$ cat config.mk
export PLATFORM = sky130hd
export DESIGN_NAME = writeback_unit_flat
export DESIGN_NICKNAME = d
export VERILOG_FILES = /design/src/rtl/writeback_if.sv /design/src/rtl/writeback_unit.sv /design/src/flat_wrapper.sv
export SDC_FILE = /design/constraint.sdc
export NUM_CORES = 1
export LEC_CHECK = 0
export ABC_AREA = 1
export CAP_MARGIN = 25
export CORE_UTILIZATION = 55
export CTS_CLUSTER_SIZE = 20
export DETAILED_ROUTE_END_ITERATION = 12
export PLACE_DENSITY = 0.83
export SYNTH_ARGS = -nofsm -noshare
export SYNTH_HDL_FRONTEND = slang
export SYNTH_SLANG_ARGS = --single-unit
$ cat constraint.sdc
create_clock -name clk -period 5.7 [get_ports clk]
set_input_delay 1.14 -clock clk [delete_from_list [all_inputs] [get_ports clk]]
set_output_delay 1.14 -clock clk [all_outputs]
set_load 0.02 [all_outputs]
$ cat src/rtl/writeback_if.sv
// Bundles the ALU result port, the load-return port and the register-file write port
// of the writeback unit.
interface writeback_if #(
    parameter int unsigned DATA_W   = 16,
    parameter int unsigned REG_AW   = 3,
    parameter int unsigned LQ_DEPTH = 4
);
    logic                        alu_valid;
    logic [REG_AW-1:0]           alu_dest;
    logic [DATA_W-1:0]           alu_data;
    logic                        ld_valid;
    logic                        ld_ready;
    logic [REG_AW-1:0]           ld_dest;
    logic [DATA_W-1:0]           ld_data;
    logic                        regWrite;
    logic [REG_AW-1:0]           regWriteNum;
    logic [DATA_W-1:0]           writeData;
    logic [(1 << REG_AW)-1:0]    pending_mask;
    logic [$clog2(LQ_DEPTH):0]   lq_count;

    modport master (
        output alu_valid, alu_dest, alu_data, ld_valid, ld_dest, ld_data,
        input  ld_ready, regWrite, regWriteNum, writeData, pending_mask, lq_count
    );

    modport slave (
        input  alu_valid, alu_dest, alu_data, ld_valid, ld_dest, ld_data,
        output ld_ready, regWrite, regWriteNum, writeData, pending_mask, lq_count
    );
endinterface

$ cat src/rtl/writeback_unit.sv
// Merges single-cycle ALU results and in-order buffered load returns onto one registered
// register-file write port, squashing queued loads overtaken by a younger ALU write.
module writeback_unit #(
    parameter int unsigned DATA_W   = 16,
    parameter int unsigned REG_AW   = 3,
    parameter int unsigned LQ_DEPTH = 4
) (
    input logic        clk,
    input logic        rst_n,
    writeback_if.slave wb
);
    localparam int unsigned PTR_W    = $clog2(LQ_DEPTH);
    localparam int unsigned NUM_REGS = 1 << REG_AW;

    logic [REG_AW-1:0]   lqDestQ [LQ_DEPTH];
    logic [DATA_W-1:0]   lqDataQ [LQ_DEPTH];
    logic [LQ_DEPTH-1:0] lqLiveQ, lqLiveD;
    logic [PTR_W-1:0]    headQ, headD, tailQ, tailD;
    logic [PTR_W:0]      countQ, countD;
    logic [NUM_REGS-1:0] maskQ, maskD;

    logic                wrEnQ, wrEnD;
    logic [REG_AW-1:0]   wrNumQ, wrNumD;
    logic [DATA_W-1:0]   wrDataQ, wrDataD;

    logic full, push, pop, aluWr;

    // Ready depends only on registered occupancy, so a same-cycle pop never frees a slot.
    assign full  = (countQ == (PTR_W + 1)'(LQ_DEPTH));
    assign aluWr = wb.alu_valid && (wb.alu_dest != '0);
    assign push  = wb.ld_valid && !full && (wb.ld_dest != '0);
    assign pop   = !aluWr && (countQ != '0);

    always_comb begin
        lqLiveD = lqLiveQ;
        headD   = headQ;
        tailD   = tailQ;
        countD  = countQ;
        wrEnD   = 1'b0;
        wrNumD  = wrNumQ;
        wrDataD = wrDataQ;
        maskD   = '0;

        // Kill runs before the push so a load accepted this cycle counts as younger.
        if (aluWr) begin
            for (int i = 0; i < LQ_DEPTH; i++) begin
                if (lqDestQ[i] == wb.alu_dest) lqLiveD[i] = 1'b0;
            end
        end

        if (aluWr) begin
            wrEnD   = 1'b1;
            wrNumD  = wb.alu_dest;
            wrDataD = wb.alu_data;
        end else if (pop && lqLiveQ[headQ]) begin
            wrEnD   = 1'b1;
            wrNumD  = lqDestQ[headQ];
            wrDataD = lqDataQ[headQ];
        end

        if (pop) begin
            lqLiveD[headQ] = 1'b0;
            headD          = headQ + PTR_W'(1);
        end
        if (push) begin
            lqLiveD[tailQ] = 1'b1;
            tailD          = tailQ + PTR_W'(1);
        end

        case ({push, pop})
            2'b10:   countD = countQ + (PTR_W + 1)'(1);
            2'b01:   countD = countQ - (PTR_W + 1)'(1);
            default: countD = countQ;
        endcase

        for (int i = 0; i < LQ_DEPTH; i++) begin
            if (lqLiveD[i]) begin
                if (push && (tailQ == PTR_W'(i))) maskD[wb.ld_dest] = 1'b1;
                else                              maskD[lqDestQ[i]] = 1'b1;
            end
        end
    end

    always_ff @(posedge clk or negedge rst_n) begin
        if (!rst_n) begin
            lqLiveQ <= '0;
            headQ   <= '0;
            tailQ   <= '0;
            countQ  <= '0;
            maskQ   <= '0;
            wrEnQ   <= 1'b0;
            wrNumQ  <= '0;
            wrDataQ <= '0;
        end else begin
            lqLiveQ <= lqLiveD;
            headQ   <= headD;
            tailQ   <= tailD;
            countQ  <= countD;
            maskQ   <= maskD;
            wrEnQ   <= wrEnD;
            wrNumQ  <= wrNumD;
            wrDataQ <= wrDataD;
        end
    end

    // Payload storage needs no reset: the live bits gate every use of it.
    always_ff @(posedge clk) begin
        if (push) begin
            lqDestQ[tailQ] <= wb.ld_dest;
            lqDataQ[tailQ] <= wb.ld_data;
        end
    end

    assign wb.ld_ready     = !full;
    assign wb.regWrite     = wrEnQ;
    assign wb.regWriteNum  = wrNumQ;
    assign wb.writeData    = wrDataQ;
    assign wb.pending_mask = maskQ;
    assign wb.lq_count     = countQ;
endmodule
$ cat src/flat_wrapper.sv
// flat-port wrapper written by rule: the top's interface ports become plain ports
module writeback_unit_flat 
#(
    parameter int unsigned DATA_W   = 16,
    parameter int unsigned REG_AW   = 3,
    parameter int unsigned LQ_DEPTH = 4
)
  (clk, rst_n, wb_alu_valid, wb_alu_dest, wb_alu_data, wb_ld_valid, wb_ld_dest, wb_ld_data, wb_ld_ready, wb_regWrite, wb_regWriteNum, wb_writeData, wb_pending_mask, wb_lq_count);
  writeback_if #(.DATA_W(DATA_W), .REG_AW(REG_AW), .LQ_DEPTH(LQ_DEPTH)) wb_i ();
  input logic clk;
  input logic rst_n;
  input wire logic [$bits(wb_i.alu_valid)-1:0] wb_alu_valid;
  input wire logic [$bits(wb_i.alu_dest)-1:0] wb_alu_dest;
  input wire logic [$bits(wb_i.alu_data)-1:0] wb_alu_data;
  input wire logic [$bits(wb_i.ld_valid)-1:0] wb_ld_valid;
  input wire logic [$bits(wb_i.ld_dest)-1:0] wb_ld_dest;
  input wire logic [$bits(wb_i.ld_data)-1:0] wb_ld_data;
  output wire logic [$bits(wb_i.ld_ready)-1:0] wb_ld_ready;
  output wire logic [$bits(wb_i.regWrite)-1:0] wb_regWrite;
  output wire logic [$bits(wb_i.regWriteNum)-1:0] wb_regWriteNum;
  output wire logic [$bits(wb_i.writeData)-1:0] wb_writeData;
  output wire logic [$bits(wb_i.pending_mask)-1:0] wb_pending_mask;
  output wire logic [$bits(wb_i.lq_count)-1:0] wb_lq_count;
  assign wb_i.alu_valid = wb_alu_valid;
  assign wb_i.alu_dest = wb_alu_dest;
  assign wb_i.alu_data = wb_alu_data;
  assign wb_i.ld_valid = wb_ld_valid;
  assign wb_i.ld_dest = wb_ld_dest;
  assign wb_i.ld_data = wb_ld_data;
  assign wb_ld_ready = wb_i.ld_ready;
  assign wb_regWrite = wb_i.regWrite;
  assign wb_regWriteNum = wb_i.regWriteNum;
  assign wb_writeData = wb_i.writeData;
  assign wb_pending_mask = wb_i.pending_mask;
  assign wb_lq_count = wb_i.lq_count;
  writeback_unit #(.DATA_W(DATA_W), .REG_AW(REG_AW), .LQ_DEPTH(LQ_DEPTH)) u_core (.clk(clk), .rst_n(rst_n), .wb(wb_i));
endmodule
==> impl_metrics.json <==
{
  "finish.net_count": 755,
  "timing.final.crit_period_ns": 3.476,
  "dr.first_iter.drc_count": 454,
  "timing.final.crit_share_pct": 60.99,
  "cts-hold-fix-buffers": 0,
  "final_layout_size_suffix_gt1_share_pct": 10.75,
  "synth_sequential_area_ratio_pct": 55.64,
  "drt_pre_antenna_iters": 7,
  "power.internal_mw": 2.374,
  "finalHoldWorstSlack_ns": 0.5096,
  "final-seq-area_mm2": 0.003258,
  "grt_usage_pct": 29.21,
  "avgSynthCellArea_um2": 9.149,
  "die_width_um": 105.2,
  "power-per-cell-area_mw_per_mm2": 528.4,
  "first_global_vias": 4977,
  "post-cts-setup-buffers": 0,
  "p_sw_share_pct": 37.80,
  "drt-vias-per-instance": 5.707,
  "timing.final.hold_violations": 0,
  "timing_max_transition_violations_final": 0,
  "yosysTopAreaCellShare_pct": 38.97,
  "initial_core_utilization_pct": 56.72,
  "synthDominantAreaCellType": "edfxtp_1",
  "cp_max_fo": 27,
  "post-place-cells": 819,
  "grt_pass1_wl_mm": 24.46,
  "layout.filler_cells": 731,
  "clock_skew_ns": 0.008388,
  "startpoint_type": "primary input",
  "worst_ep_arrival_time_ns": 3.87,
  "cts_root_buffer": "clkbuf_8",
  "clock_pin_slew_on_the_worst_setup_and_hold_paths_ns": 0.06,
  "wl_per_cell_um": 17.96,
  "std_cell_rows": 37,
  "core_area_mm2": 0.01032,
  "run_status": "finished clean",
  "synth.top_cells.by_area": "edfxtp_1 39%, dfrtp_1 17%, nand2_1 8.7%",
  "tritoncts.num_buffers": 17,
  "synthesis.nets": 692,
  "critPathRequiredTime_ns": 6.09,
  "finalSetupViolations": 0,
  "port-buffer-count": 73,
  "routed-via-count": 4862,
  "syn_area_mm2": 0.005856,
  "p_leak_nw": 2.944,
  "post-dp-hpwl_mm": 9.263,
  "maximum_number_of_pins_on_one_net_before_global_route_repair": 44,
  "hold_class": "in2async",
  "number_of_antenna_violations_at_the_first_check_in_global_routing": 0,
  "fmaxAchievable_ghz": 0.2877,
  "synth_edf_count": 76,
  "setup_tns_ns": 0,
  "cts.htree.levels": 4,
  "synth_cells": 640,
  "ir_worst_vdd_mv": 0.3860,
  "setup.worst_path.end_class": "flip-flop",
  "multi_input_area_mm2": 0.002211,
  "power_frac_seq_pct": 33.8,
  "floorplan.die_area_mm2": 0.01106,
  "area_delta_synth_final_pct": 23.35,
  "p_sw_mw": 1.443,
  "synth_warnings": 0,
  "totalWireLength_mm": 15.31,
  "clockBufferDepth": 2,
  "fin_util_pct": 69.97,
  "num_antenna_cells": 0,
  "worst_setup_path_class": "in2reg",
  "synth-async-reset-ratio_pct": 33.91,
  "yosys_register_bits": 115,
  "post_synth_num_cell_types": 35,
  "clock_sinks": 115,
  "worst_slew_margin_rel_pct": 30.06,
  "grt_overflow_total": 0,
  "post_cts_resize_count": 0,
  "instances_no_fill": 852,
  "r2r_cells": 8,
  "tritoncts": "yes",
  "place_congestion": 0.9567,
  "die_height_um": 105.2,
  "final_antenna_net_count": 0,
  "clkPwrFrac_pct": 29.4,
  "clk_latency_ns": 0.52,
  "drc_errors": 0,
  "drv_cap": 0,
  "timing_worst_slew_pin_value_ns": 1.043,
  "synth_flop_cell": "edfxtp_1",
  "comb_power_share_pct": 36.8,
  "grt_setup_unrepaired": "false",
  "boundaryPins": 74
}
-- cell type report --
class,count,share of cell area [%]
multi-input cells,444,30.61
clock buffers,18,5.924
clock inverters,14,2.772
flip-flops and latches,115,45.11
inverters,48,2.494
repair buffers,77,10.74
well taps,136,2.356
-- metal layers --
| layer | global-route usage (%) | vias to the layer above | part of all wire (%) |
|---|---|---|---|
| li1 | - | 2274 | - |
| met1 | 33.91 | 2251 | 39 |
| met2 | 50.05 | 291 | 51 |
| met3 | 7.673 | 46 | 7.1 |
| met4 | 14.19 | 0 | 3.4 |
| met5 | 0 | - | 0 |
-- cells by family (layout without fill, tap and decap cells) --
kind of cell | count (synthesis) | after routing | share of synthesized area (%)
AOI/OAI and AO/OA | 120 | 120 | 10.96
xor gates and xnor gates | 8 | 8 | 1.197
adders and majority gates | 10 | 10 | 2.265
buffers and inverters | 81 | 157 | 6.602
DFF | 115 | 115 | 55.64
and+or+nand+nor | 306 | 306 | 23.33
-- per-stage QoR --
stage | area, um^2 | power (mW) | worst slack [ns]
global route | 7223 | 4.005 | 2.141
floorplan | 5856 | 2.160 | 2.753
CTS | 7203 | 3.809 | 2.246
finish | 7223 | 3.817 | 2.224
global placement | 6560 | 2.605 | 1.894
detailed placement | 6575 | 2.658 | 1.778
-- sequential cells by signal, summed over array words and instances, names as in the netlist --
register,cells
u_core.headQ,2
u_core.lqDataQ,64
u_core.lqDestQ,12
u_core.lqLiveQ,4
u_core.tailQ,2
u_core.wb.lq_count,3
u_core.wb.pending_mask,8
u_core.wb.regWrite,1
u_core.wb.regWriteNum,3
u_core.wb.writeData,16
-- worst max-delay path: stages --
cell	delay, ns
clkdlybuf4s50_1	0.60
nor2_4	0.20
nand2_1	0.08
nand2_2	0.40
nand2_1	0.16
inv_1	0.13
ha_1	0.15
inv_1	0.07
fa_1	0.40
a21oi_1	0.20
o21ai_0	0.16
xor2_1	0.17
-- layout by cell type, fill, tap and decap left out, drive strengths merged, types with 23 or more instances in the layout --
| master | n |
|---|---|
| edfxtp | 76 |
| o21ai | 76 |
| nand2 | 141 |
| nand3 | 25 |
| nor2 | 97 |
| inv | 51 |
| clkdlybuf4s50 | 72 |
| a21oi | 23 |
| dfrtp | 39 |
-- worst paths after layout --
path | start | to | slack [ns]
hold reg to reg | u_core.wb.lq_count[0] | u_core.wb.lq_count[0] | 0.52
hold / removal | rst_n | u_core.wb.pending_mask[3] | 0.51
setup / recovery | wb_alu_dest[0] | u_core.wb.lq_count[2] | 2.22
min in group clk | u_core.wb.lq_count[0] | u_core.wb.lq_count[0] | 0.52
max in group asynchronous | rst_n | u_core.wb.regWriteNum[1] | 4.72
setup reg to reg | u_core.headQ[1] | u_core.wb.writeData[8] | 2.61
-- Yosys cell counts (2+ instances only) --
cell and instances:
nand3_4 3, buf_6 6, or2_2 18, nand2_4 3, dfrtp_1 39, nor2_4 2
inv_1 42, buf_2 10, o21ai_0 61, nand2_1 135, o221ai_1 2, o22ai_1 17
nor3_1 13, buf_4 2, clkbuf_1 12, inv_2 6, nor2_1 95, edfxtp_1 76
o21ai_1 14, xnor2_1 5, xor2_1 3, nand3_2 2, a21oi_1 23, ha_1 9
nand4_1 11, nand3_1 20, nand2_2 3
-- power by group through the flow --
stage	sequential, mW	clock, mW	combinational (mW)
2_1_floorplan	1.38	0	0.784
3_3_place_gp	1.28	0	1.32
3_5_place_dp	1.29	0	1.37
4_1_cts	1.28	1.13	1.40
5_1_grt	1.31	1.16	1.53
6_report	1.29	1.12	1.40
Note: power is estimated with default switching activity, not from simulation.
